## config.mk

```make
export PLATFORM = sky130hd
export DESIGN_NAME = ctr_table_ctrl
export DESIGN_NICKNAME = d
export VERILOG_FILES = /design/src/rtl/ctr_table_ctrl.sv
export SDC_FILE = /design/constraint.sdc
export NUM_CORES = 1
export LEC_CHECK = 0
export BUFFER_PORTS_ARGS = -buffer_cell sky130_fd_sc_hd__buf_2
export CAP_MARGIN = 0
export CORE_UTILIZATION = 38
export DETAILED_ROUTE_END_ITERATION = 6
export GPL_ROUTABILITY_DRIVEN = 0
export GPL_TIMING_DRIVEN = 0
export MAX_ROUTING_LAYER = met4
export PLACE_DENSITY = 0.73
export SYNTH_ARGS = -nofsm -noshare
export SYNTH_HDL_FRONTEND = slang
export SYNTH_SLANG_ARGS = --single-unit
```

## constraint.sdc

```tcl
create_clock -name RW0_clk -period 2.8 [get_ports RW0_clk]
set_input_delay 0.56 -clock RW0_clk [delete_from_list [all_inputs] [get_ports RW0_clk]]
set_output_delay 0.56 -clock RW0_clk [all_outputs]
set_load 0.005 [all_outputs]
```

## src/rtl/ctr_table_ctrl.sv

```systemverilog
// ctr_table_ctrl: clears a 1024x20 2-bit counter-table SRAM, then arbitrates lookups against buffered lane updates.
// Optional macro CTR_TABLE_BYPASS_EN overlays pending FIFO updates onto lookup responses.
module ctr_table_ctrl #(
    parameter int DEPTH = 1024,
    parameter int LANES = 10,
    parameter logic [1:0] INIT_VAL = 2'b01,
    parameter int UFIFO_D = 2,
    localparam int AW = $clog2(DEPTH),
    localparam int LW = $clog2(LANES),
    localparam int RW = 2 * LANES
) (
    input  logic          RW0_clk,
    input  logic          reset,
    input  logic          lk_valid,
    output logic          lk_ready,
    input  logic [AW-1:0] lk_addr,
    output logic          rsp_valid,
    output logic [RW-1:0] rsp_ctrs,
    input  logic          up_valid,
    output logic          up_ready,
    input  logic [AW-1:0] up_addr,
    input  logic [LW-1:0] up_lane,
    input  logic          up_taken,
    input  logic [1:0]    up_old,
    output logic [AW-1:0] mem_addr,
    output logic          mem_en,
    output logic          mem_wmode,
    output logic [LANES-1:0] mem_wmask,
    output logic [RW-1:0] mem_wdata,
    input  logic [RW-1:0] mem_rdata,
    output logic          busy_init
);
    localparam int CW = $clog2(UFIFO_D + 1);

    typedef enum logic {INIT, RUN} state_t;
    typedef struct packed {
        logic [AW-1:0] addr;
        logic [LW-1:0] lane;
        logic [1:0]    nxt;
    } ent_t;

    state_t state, state_n;
    logic [AW-1:0] init_cnt;
    ent_t fifo [UFIFO_D];
    ent_t head, up_ent;
    logic [CW-1:0] cnt;
    logic run, full, enq, deq, lk_fire, rsp_q;
    logic [1:0] up_next;

    assign run = (state == RUN) & ~reset;
    assign full = cnt == CW'(UFIFO_D);
    assign head = fifo[0];
    assign busy_init = (state == INIT) | reset;
    assign lk_ready = run & ~full;
    assign up_ready = run & ~full;
    assign lk_fire = lk_valid & lk_ready;
    // Out-of-range lanes are handshaken but never enqueued.
    assign enq = up_valid & up_ready & ({1'b0, up_lane} < (LW + 1)'(LANES));
    assign deq = run & (cnt != '0) & (full | ~lk_valid);
    assign up_next = up_taken ? (up_old == 2'd3 ? 2'd3 : up_old + 2'd1)
                              : (up_old == 2'd0 ? 2'd0 : up_old - 2'd1);
    assign up_ent = '{addr: up_addr, lane: up_lane, nxt: up_next};
    assign rsp_valid = rsp_q & ~reset;

    always_comb begin
        state_n = state;
        if (state == INIT && init_cnt == AW'(DEPTH - 1)) state_n = RUN;
    end

    always_ff @(posedge RW0_clk) begin
        if (reset) begin
            state    <= INIT;
            init_cnt <= '0;
            cnt      <= '0;
            rsp_q    <= 1'b0;
        end else begin
            state    <= state_n;
            init_cnt <= (state == INIT) ? init_cnt + 1'b1 : '0;
            cnt      <= cnt + CW'(enq) - CW'(deq);
            rsp_q    <= lk_fire;
        end
    end

    // Shift-register FIFO: entry 0 is always the head.
    always_ff @(posedge RW0_clk) begin
        if (deq) for (int i = 0; i < UFIFO_D - 1; i++) fifo[i] <= fifo[i + 1];
        for (int i = 0; i < UFIFO_D; i++)
            if (enq && CW'(i) == cnt - CW'(deq)) fifo[i] <= up_ent;
    end

    always_comb begin
        mem_en    = 1'b0;
        mem_wmode = 1'b0;
        mem_addr  = '0;
        mem_wmask = '0;
        mem_wdata = '0;
        if (!reset && state == INIT) begin
            mem_en    = 1'b1;
            mem_wmode = 1'b1;
            mem_wmask = '1;
            mem_wdata = {LANES{INIT_VAL}};
            mem_addr  = init_cnt;
        end else if (lk_fire) begin
            mem_en   = 1'b1;
            mem_addr = lk_addr;
        end else if (deq) begin
            mem_en    = 1'b1;
            mem_wmode = 1'b1;
            mem_addr  = head.addr;
            mem_wmask = LANES'(1) << head.lane;
            mem_wdata = RW'(head.nxt) << {head.lane, 1'b0};
        end
    end

`ifdef CTR_TABLE_BYPASS_EN
    logic [RW-1:0] byp_msk, byp_msk_n, byp_val, byp_val_n;

    // Oldest to youngest, so later entries overwrite earlier ones on the same lane.
    always_comb begin
        byp_msk_n = '0;
        byp_val_n = '0;
        for (int i = 0; i < UFIFO_D; i++)
            if (CW'(i) < cnt && fifo[i].addr == lk_addr) begin
                byp_msk_n = byp_msk_n | (RW'(3) << {fifo[i].lane, 1'b0});
                byp_val_n = (byp_val_n & ~(RW'(3) << {fifo[i].lane, 1'b0})) | (RW'(fifo[i].nxt) << {fifo[i].lane, 1'b0});
            end
        if (enq && up_addr == lk_addr) begin
            byp_msk_n = byp_msk_n | (RW'(3) << {up_lane, 1'b0});
            byp_val_n = (byp_val_n & ~(RW'(3) << {up_lane, 1'b0})) | (RW'(up_next) << {up_lane, 1'b0});
        end
    end

    always_ff @(posedge RW0_clk) begin
        if (lk_fire) begin
            byp_msk <= byp_msk_n;
            byp_val <= byp_val_n;
        end
    end

    assign rsp_ctrs = (mem_rdata & ~byp_msk) | byp_val;
`else
    assign rsp_ctrs = mem_rdata;
`endif
endmodule
```

==> metrics.txt, run 1 <==
syn_area_per_cell 11.6 sq um; Synth Cell Area approximately 0.0026 sq mm; Finished Core Util roughly half; Hold Slack between 0.4 and 0.5 ns; worst stage delay on the critical path 0.29 ns; Die Wd 85.1 microns; top routing layer in use met4; Reg2Reg Setup Slack 0.21 ns; complex-gate fraction of the synthesized area a little over an eighth; cell count of the worst reg-to-reg path 10; synthesized net count 282; port bufs 96; Root Driver clkbuf_8; nets around 390; maxcap violations 0; core footprint roughly 0.0065 sq mm; # fillers 606; Worst EP arrival 2.56 ns; outcome finished clean; Global Route Usage Sum roughly 16%; Setup WS pre-CTS -0.312 ns; Leak 1.46 nW; synthesized flop and latch total 46; area share of and/or/nand/nor cells after synthesis 14.6%; routed wl met3 327 microns; WHS Endpoint fifo[0][29]; Hold Crit Start up_addr[7]; Critical Path RT 2.76 ns; cts bufs inserted 5; TritonCTS Sinks 46; cell mode on critical path buf_6; H-tree depth 2; reg2reg start state; CP Capture Type register; actual slew at the worst max-slew pin 0.710 ns; Net Sw Power 0.000297 W; Layout area overhead 26.2%; First DRT Iteration DRCs 64; routed len/inst 13.7 microns; HP Class in -> reg; Slew Limit Fails 0; final wirelength 5590 microns; vias in the first global route 1,925; pwr/cell area 386 mW/mm^2; Final WS setup approximately 0.20 ns; largest net degree at the start of global routing 18; fraction of registers with async set/reset 0%; crit path kind in -> reg; adder-cell share of the synthesized area 2.67%; Worst R2R End fifo[0][5]; largest family of logic cells by synthesized area simple AND/OR/NAND/NOR gates; Ant. Diodes 0; Fin. Hold Viols 0; clock network power share 33.3%; Initial Util 40.4%; die height approximately 85 microns; family with the most delay on the worst path simple AND/OR/NAND/NOR gates; vias per inst 5.11; first-pass GRT wire length roughly 8700 microns; switching share of power 23.2%; sequential fraction of the synthesis area 47.3%; Critical Path Fanout Max 16; Fmax 385 MHz; WL met2 2700 microns; share of cells above drive strength 1 between 50% and 60%; maximum clock path buffer count 2; drt pass-1 iters 4; Cell Int Power 0.000981 W; Buf/Inv on CP 5; Post-DP HPWL 4420 microns; leading area contributor after synthesis edfxtp_1; Clock transition at path regs 0.10 ns; hold buffers post-CTS 0; Routed met1 length 2520 microns; TritonCTS clock tree done; std cell rows 29; Logic pwr share 9.6%; Critical Path, Cell by Cell buf_2 > nor2b_2 > buf_6 > inv_2 > a21oi_2 > buf_6 > ha_1 > nor2b_1 > nand4_4 > buf_6 > nand2b_2; RSZ-0062 raised after global routing false; Tmin final 2.60 ns; top cells by area, synth edfxtp_1, dfxtp_1, buf_4; Synth Area in XOR/XNOR between 2 and 2.5%; hold path cells 1; Worst Clk Skew 0.00953 ns; GR Overflow Total 0; count of final setup violators 0; Yosys warnings 0; die area 0.00724 sq mm; period utilization 92.7%; Seq pwr share 57.1%; antenna violations before repair 0; post-route ant nets 0; Worst-Skew Late Latency 0.30 ns; mux contribution to synthesized area under 10%; slowest CP cell nand2b_2; Slew headroom 52.5%; synth unique cells 45; Main synth FF type edfxtp_1; VDD IR max 0.225 mV; Startpoint Class primary input; IO Pins 117; post-synth top area share a little over a third; Post-synth EDFFs 32; Vias ~2,100; Post-Synthesis Cells 227; DRC 0
-- logic make-up (layout without fill, tap and decap cells) --
group	Yosys count	after routing
DFF	46	46
and+or+nand+nor	67	67
buffers and inverters	42	146
AOI/OAI and AO/OA	41	41
xor gates and xnor gates	6	6
muxes	19	19
adders and majority gates	6	6
-- synthesized netlist by cell type, types with 2 or more instances --
cell type,count
nand3_1,3
mux2_4,9
buf_2,2
a31o_2,2
clkbuf_1,5
dfxtp_1,14
a221o_1,8
and2b_2,3
buf_6,5
or3_1,2
mux2_2,10
xor2_1,3
o21ai_1,2
nand2_1,7
o31ai_1,8
or2_2,2
ha_1,4
nor2_1,17
o41ai_1,4
inv_1,8
a221o_2,2
nand4_1,4
and3_1,2
edfxtp_1,32
nor4_1,2
nand2b_1,3
buf_4,21
a21o_1,2
nor3_1,7
nor2b_1,3
maj3_1,2
a21oi_1,2
xnor2_1,3
and2_1,8
o21ai_0,6
-- power by group through the flow --
stage	Combinational, W	Clock [W]	Sequential [W]
5_1_grt	0.000135	0.000469	0.000730
4_1_cts	0.000124	0.000440	0.000729
3_3_place_gp	0.000121	0	0.000745
2_1_floorplan	0.0000580	0	0.000744
6_report	0.000123	0.000426	0.000729
3_5_place_dp	0.000123	0	0.000745
-- per-layer routing --
| metal | up-vias | GRT usage (%) |
|---|---|---|
| met5 | - | - |
| met4 | 0 | 4.16 |
| met3 | 4 | 3.31 |
| met2 | 78 | 26.1 |
| met1 | 971 | 19.4 |
| li1 | 1031 | - |
-- area by class of cell --
| type | count | area (sq um) | share of cell area [%] |
|---|---|---|---|
| Clock inverter | 3 | 27.5 | 0.831 |
| Clock buffer | 5 | 68.8 | 2.08 |
| Inverter | 9 | 33.8 | 1.02 |
| Sequential cell | 46 | 1240 | 37.5 |
| Multi-Input combinational cell | 139 | 1120 | 33.8 |
| Timing Repair Buffer | 96 | 480 | 14.5 |
| Buffer | 33 | 243 | 7.33 |
| Tap cell | 77 | 96.3 | 2.91 |
-- stage by stage --
step	cell area (sq um)	total power, W	std cells	TNS [ns]
2_1_floorplan	2630	0.000802	227	0
3_3_place_gp	3210	0.000866	400	-8.05
3_5_place_dp	3210	0.000868	400	-8.52
4_1_cts	3310	0.00129	408	0
5_1_grt	3310	0.00133	408	0
6_report	3310	0.00128	408	0
-- sequential cells by signal, summed over array words and instances, names as in the netlist --
| signal | cells |
|---|---|
| init_cnt | 10 |
| fifo | 32 |
| cnt | 2 |
| rsp_q | 1 |
| state | 1 |
-- placed cells by master, fill, tap and decap left out, types with 6 or more instances in the layout --
cell type and instances:
buf_2 98, edfxtp_1 32, buf_4 21, nor2_1 17, dfxtp_1 14, mux2_2 10
mux2_4 9, and2_1 8, a221o_1 8, inv_1 8, o31ai_1 8, nand2_1 7
o21ai_0 6, nor3_1 6
-- what timing repair did --
action | CTS | global route
resized for setup | 1 | 1
setup buffers | 0 | 0
pin swaps | 0 | 0
endpoints found under the setup margin | 3 | 16
gates cloned | 0 | 0
-- worst max-delay path by stage --
stage,start,to,slack (ns),depth (start not counted)
6_report,reset,fifo[0][5],0.20,11
2_1_floorplan,reset,fifo[0][0],0.13,10
5_1_grt,state,fifo[0][4],0.03,10
3_5_place_dp,reset,fifo[0][12],-0.31,11
3_3_place_gp,reset,fifo[0][1],-0.30,11
4_1_cts,state,fifo[0][31],0.09,7
No activity file was read; power rests on OpenSTA's default activity.
==> run 2: changes to the inputs <==
--- a/config.mk
+++ b/config.mk
@@ -13,6 +13,7 @@
 export GPL_TIMING_DRIVEN = 0
 export MAX_ROUTING_LAYER = met4
 export PLACE_DENSITY = 0.73
+export REMOVE_ABC_BUFFERS = 1
 export SYNTH_ARGS = -nofsm -noshare
 export SYNTH_HDL_FRONTEND = slang
 export SYNTH_SLANG_ARGS = --single-unit
==> metrics.txt, run 2 (synthesis gave the netlist of run 1 again) <==
multi-input logic area 0.00114 sq mm (+1.6%); final instance area 0.00307 sq mm (-7.4%); placed cell areas 0.00288 sq mm (-10%); RSZ-0062 raised after global routing false; Layout area overhead 16.8%; largest net degree at the start of global routing 29 (+11); die area 0.00724 sq mm (unchanged); TritonCTS Sinks 46 (unchanged); actual slew at the worst max-slew pin 0.750 ns (+0.0404 ns); core footprint 0.00649 sq mm (unchanged); VDD IR max 0.207 mV (-8.3%); # fillers 563 (-7.1%); port bufs 76 (-21%); crit path kind reg -> reg; Critical Path Fanout Max 17 (+1); maximum clock path buffer count 2 (unchanged); Worst EP arrival 2.63 ns (+0.07 ns); Slew headroom 49.8% (-2.7 points); Post-DP HPWL 4520 microns (+2.2%); vias per inst 5.35 (+4.7%); First DRT Iteration DRCs 158 (+150%); Setup WS pre-CTS -0.864 ns (-0.552 ns); GR Overflow Total 0 (unchanged); most common cell after layout, fill and taps aside buf_2; CP Capture Type register; non-filler instance count after layout 359 (-12%); maxcap violations 0 (unchanged); Fin. Hold Viols 0 (unchanged); antenna violations before repair 0 (unchanged); Ant. Diodes 0 (unchanged); Largest register FFs 32 (unchanged); TritonCTS clock tree done; H-tree depth 2 (unchanged); Final WS setup 0.223 ns (+0.0195 ns); Worst Clk Skew 0.00860 ns (-0.000934 ns); Slew Limit Fails 0 (unchanged); Die Wd 85.1 microns (unchanged); Critical Path RT 2.85 ns (+0.09 ns); drt pass-1 iters 4 (unchanged); Largest regs fifo x32, init_cnt x10, cnt x2; first-pass GRT wire length 9180 microns (+5.3%); nets 336 (-13%); Reg with most FFs fifo; Initial Util 40.4% (unchanged); final wirelength 6040 microns (+8.1%); outcome finished clean; count of final setup violators 0 (unchanged); share of cells above drive strength 1 44.7% (-6.7 points); vias in the first global route 1,751 (-9.0%); Hold Slack 0.450 ns (+0.00514 ns); DRC 0 (unchanged); std cell rows 29 (unchanged); post-route ant nets 0 (unchanged); pwr/cell area 434 mW/mm^2 (+12%); die height 85.1 microns (unchanged); dpl cells 348 (-13%); Vias 1,920 (-7.9%); Reg area 0.00124 sq mm (unchanged); routed len/inst 16.8 microns (+23%); Global Route Usage Sum 17.2% (+1.5 points); period utilization 92.1% (-0.70 points); IO Pins 117 (unchanged); most frequent cells in the layout buf_2, edfxtp_1, nor2_1, dfxtp_1, mux2_2; setup TNS 0 ns (unchanged); Fmax 388 MHz (+0.76%); HP Class in -> reg; Worst-Skew Late Latency 0.30 ns (about the same); Leak 1.27 nW (-13%); Startpoint Class register; cts bufs inserted 5 (unchanged); Root Driver clkbuf_8; Clock transition at path regs 0.10 ns (about the same); Tmin final 2.58 ns (-0.0195 ns)
run 2: what timing repair did:
| item | 4_1_cts | 5_1_grt |
|---|---|---|
| hold endpoints to repair | 0 | 0 |
| hold buffers | 0 | 0 |
| gates resized for setup | 3 | 2 |
| endpoints found under the setup margin | 42 | 42 |
| pin swaps | 1 | 1 |
| setup buffers | 2 | 1 |
run 2: critical path, stage by stage, from the launching register on:
cell and delay (ns):
dfxtp_1 0.38, nor2b_4 0.28, inv_2 0.13, a21oi_4 0.35, ha_1 0.35, nor2b_1 0.18
nand4_4 0.12, buf_12 0.18, mux2_2 0.36
run 2: routing by layer:
layer  wire (microns)  vias up  global-route usage, %
li1                 -      925                      -
met1             2660      922                   21.6
met4               66        0                   4.62
met3              419        6                   6.81
met5                0        -                      -
met2             2890       67                   25.7
run 2: area by class of cell:
| class | instances | share of cell area (%) |
|---|---|---|
| flip-flops and latches | 46 | 40.5 |
| multi-input cells | 139 | 37.1 |
| repair buffers | 80 | 14.3 |
| well taps | 77 | 3.14 |
| clock buffers | 5 | 2.24 |
| clock inverters | 3 | 1.59 |
| inverters | 9 | 1.10 |
run 2: per-stage QoR:
| stage | utilization, % | power [W] |
|---|---|---|
| 2_1_floorplan | - | 0.000777 |
| 3_3_place_gp | 44.0 | 0.000828 |
| 3_5_place_dp | 44.3 | 0.000830 |
| 4_1_cts | 46.7 | 0.00133 |
| 5_1_grt | 47.2 | 0.00138 |
| 6_report | 47.2 | 0.00133 |
run 2: final timing paths:
path / cells past startpoint / end / slack [ns] / startpoint
min: 1 / fifo[0][27] / 0.45 / up_addr[5]
max reg2reg: 8 / fifo[0][5] / 0.22 / state
min reg2reg: 1 / init_cnt[0] / 0.50 / init_cnt[0]
max: 8 / fifo[0][5] / 0.22 / state
run 2: power by group:
part / total, W / leakage (nW) / switching, W / internal [W]
clock: 0.000516 / 0.0563 / 0.000244 / 0.000272
sequential: 0.000730 / 0.401 / 0.00000485 / 0.000725
combinational: 0.0000841 / 0.816 / 0.0000409 / 0.0000432
total: 0.00133 / 1.27 / 0.000289 / 0.00104
==> run 3: changes to the inputs <==
--- a/config.mk
+++ b/config.mk
@@ -5,14 +5,16 @@
 export SDC_FILE = /design/constraint.sdc
 export NUM_CORES = 1
 export LEC_CHECK = 0
-export BUFFER_PORTS_ARGS = -buffer_cell sky130_fd_sc_hd__buf_2
 export CAP_MARGIN = 0
+export CELL_PAD_IN_SITES_DETAIL_PLACEMENT = 0
+export CELL_PAD_IN_SITES_GLOBAL_PLACEMENT = 1
 export CORE_UTILIZATION = 38
 export DETAILED_ROUTE_END_ITERATION = 6
+export DONT_BUFFER_PORTS = 1
 export GPL_ROUTABILITY_DRIVEN = 0
 export GPL_TIMING_DRIVEN = 0
 export MAX_ROUTING_LAYER = met4
-export PLACE_DENSITY = 0.73
+export PLACE_DENSITY = 0.72
 export REMOVE_ABC_BUFFERS = 1
 export SYNTH_ARGS = -nofsm -noshare
 export SYNTH_HDL_FRONTEND = slang
==> metrics.txt, run 3 (synthesis gave the netlist of run 1 again) <==
TritonCTS Sinks 46 (unchanged); Clock transition at path regs 0.09 ns (about the same); routed len/inst 19.7 microns (+17%); Reg with most FFs fifo; Leak 0.929 nW (-27%); port bufs 0 (-100%); non-filler instance count after layout 284 (-21%); largest net degree at the start of global routing 29 (unchanged); die area 0.00724 sq mm (unchanged); total power draw 0.00129 W (-3.1%); Setup WS pre-CTS -0.721 ns (+0.144 ns); Reg2Reg Setup Slack 0.28 ns (+0.06 ns); HP Class in -> reg; count of final setup violators 0 (unchanged); die height 85.1 microns (unchanged); DRC 0 (unchanged); final wirelength 5590 microns (-7.4%); cts bufs inserted 5 (unchanged); reg2reg start state; Critical Path Fanout Max 13 (-4); First DRT Iteration DRCs 86 (-46%); maxcap violations 0 (unchanged); VDD IR max 0.190 mV (-8.1%); most common cell after layout, fill and taps aside edfxtp_1; share of cells above drive strength 1 24.6% (-20 points); Largest register FFs 32 (unchanged); IO Pins 117 (unchanged); vias per inst 5.80 (+8.5%); Fmax 397 MHz (+2.3%); Layout area overhead 1.91%; most frequent cells in the layout edfxtp_1, nor2_1, dfxtp_1, mux2_2, mux2_4; Hold Crit Start reset; Worst-Skew Late Latency 0.30 ns (about the same); Largest regs fifo x32, init_cnt x10, cnt x2; cell count of the worst reg-to-reg path 8 (unchanged); placed cell areas 0.00249 sq mm (-13%); hold path cells 1 (unchanged); Die Wd 85.1 microns (unchanged); dpl cells 272 (-22%); Slew Limit Fails 0 (unchanged); Critical Path RT 2.86 ns (about the same); nets 261 (-22%); RSZ-0062 raised after global routing false; CP Capture Type register; core footprint 0.00649 sq mm (unchanged); maximum clock path buffer count 2 (unchanged); Slew headroom 51.2% (+1.4 points); TritonCTS clock tree done; Global Route Usage Sum 16.4% (-0.79 points); pwr/cell area 482 mW/mm^2 (+11%); vias in the first global route 1,676 (-4.3%); Vias 1,648 (-14%); Tmin final 2.52 ns (-0.0587 ns); Post-DP HPWL 4100 microns (-9.3%); first-pass GRT wire length 8860 microns (-3.5%); Worst R2R End fifo[0][4]; final instance area 0.00268 sq mm (-13%); H-tree depth 2 (unchanged); Hold Slack 0.315 ns (-0.135 ns); WHS Endpoint cnt[1]; outcome finished clean; Startpoint Class register; Initial Util 40.4% (unchanged); Worst EP arrival 2.57 ns (-0.06 ns); crit path kind reg -> reg; drt pass-1 iters 4 (unchanged); Fin. Hold Viols 0 (unchanged); actual slew at the worst max-slew pin 0.730 ns (-0.0207 ns); antenna violations before repair 0 (unchanged); # fillers 593 (+5.3%); Ant. Diodes 0 (unchanged); std cell rows 29 (unchanged); Worst Clk Skew 0.00665 ns (-0.00195 ns); Root Driver clkbuf_8; Final WS setup 0.281 ns (+0.0587 ns); period utilization 90.0% (-2.1 points); post-route ant nets 0 (unchanged); GR Overflow Total 0 (unchanged)
[run 3: cell count changes in the layout (fill, tap and decap cells not counted)]
cell and delta:
buf_12 -1, buf_2 -76, buf_4 +2, nor3_2 +1, nor3_4 -1
[run 3: final cells by class]
cell class / instances / area [sq um] / share of cell area (%)
flip-flops and latches: 46 / 1240 / 46.4
multi-input cells: 139 / 1130 / 42.3
well taps: 77 / 96.3 / 3.60
clock buffers: 5 / 68.8 / 2.57
repair buffers: 5 / 53.8 / 2.01
clock inverters: 3 / 48.8 / 1.82
inverters: 9 / 33.8 / 1.26
[run 3: report_power, final]
part            total, W  switching [W]  leakage, nW  internal [W]
logic          0.0000411      0.0000242        0.472     0.0000169
registers       0.000730     0.00000527        0.401      0.000725
clock network   0.000517       0.000245       0.0563      0.000272
[run 3: per-layer routing]
layer	vias up	share of wire [%]	GRT usage, %
met1	792	42	19.7
li1	779	-	-
met4	0	3.2	7.55
met5	-	0	-
met3	13	8.8	6.81
met2	64	46	23.8
[run 3: through the flow]
step	TNS (ns)	util, %
2_1_floorplan	-8.73	-
3_3_place_gp	-33.31	38.2
3_5_place_dp	-17.62	38.4
4_1_cts	0	41.1
5_1_grt	0	41.2
6_report	0	41.2
[run 3: worst max-delay path by stage]
stage / start / end / slack, ns
after global placement: reset / fifo[0][24] / -1.18
after global routing: state / fifo[0][4] / 0.11
final: state / fifo[0][4] / 0.28
after detailed placement: reset / fifo[0][1] / -0.72
after CTS: state / fifo[0][4] / 0.11
after floorplan: reset / fifo[0][16] / -0.43
[run 3: repair_timing]
item,4_1_cts,5_1_grt
gates resized for setup,3,1
endpoints found under the setup margin,43,21
hold buffers,0,0
pin swaps,1,0
buffers inserted,4,0
[run 3: critical path, cell delays in order, from the launching register on]
cell     delay (ns)
dfxtp_1        0.38
nor2b_4        0.29
inv_2          0.14
a21oi_4        0.32
ha_1           0.32
nor2b_1        0.17
nand4_4        0.08
buf_4          0.21
mux2_2         0.36
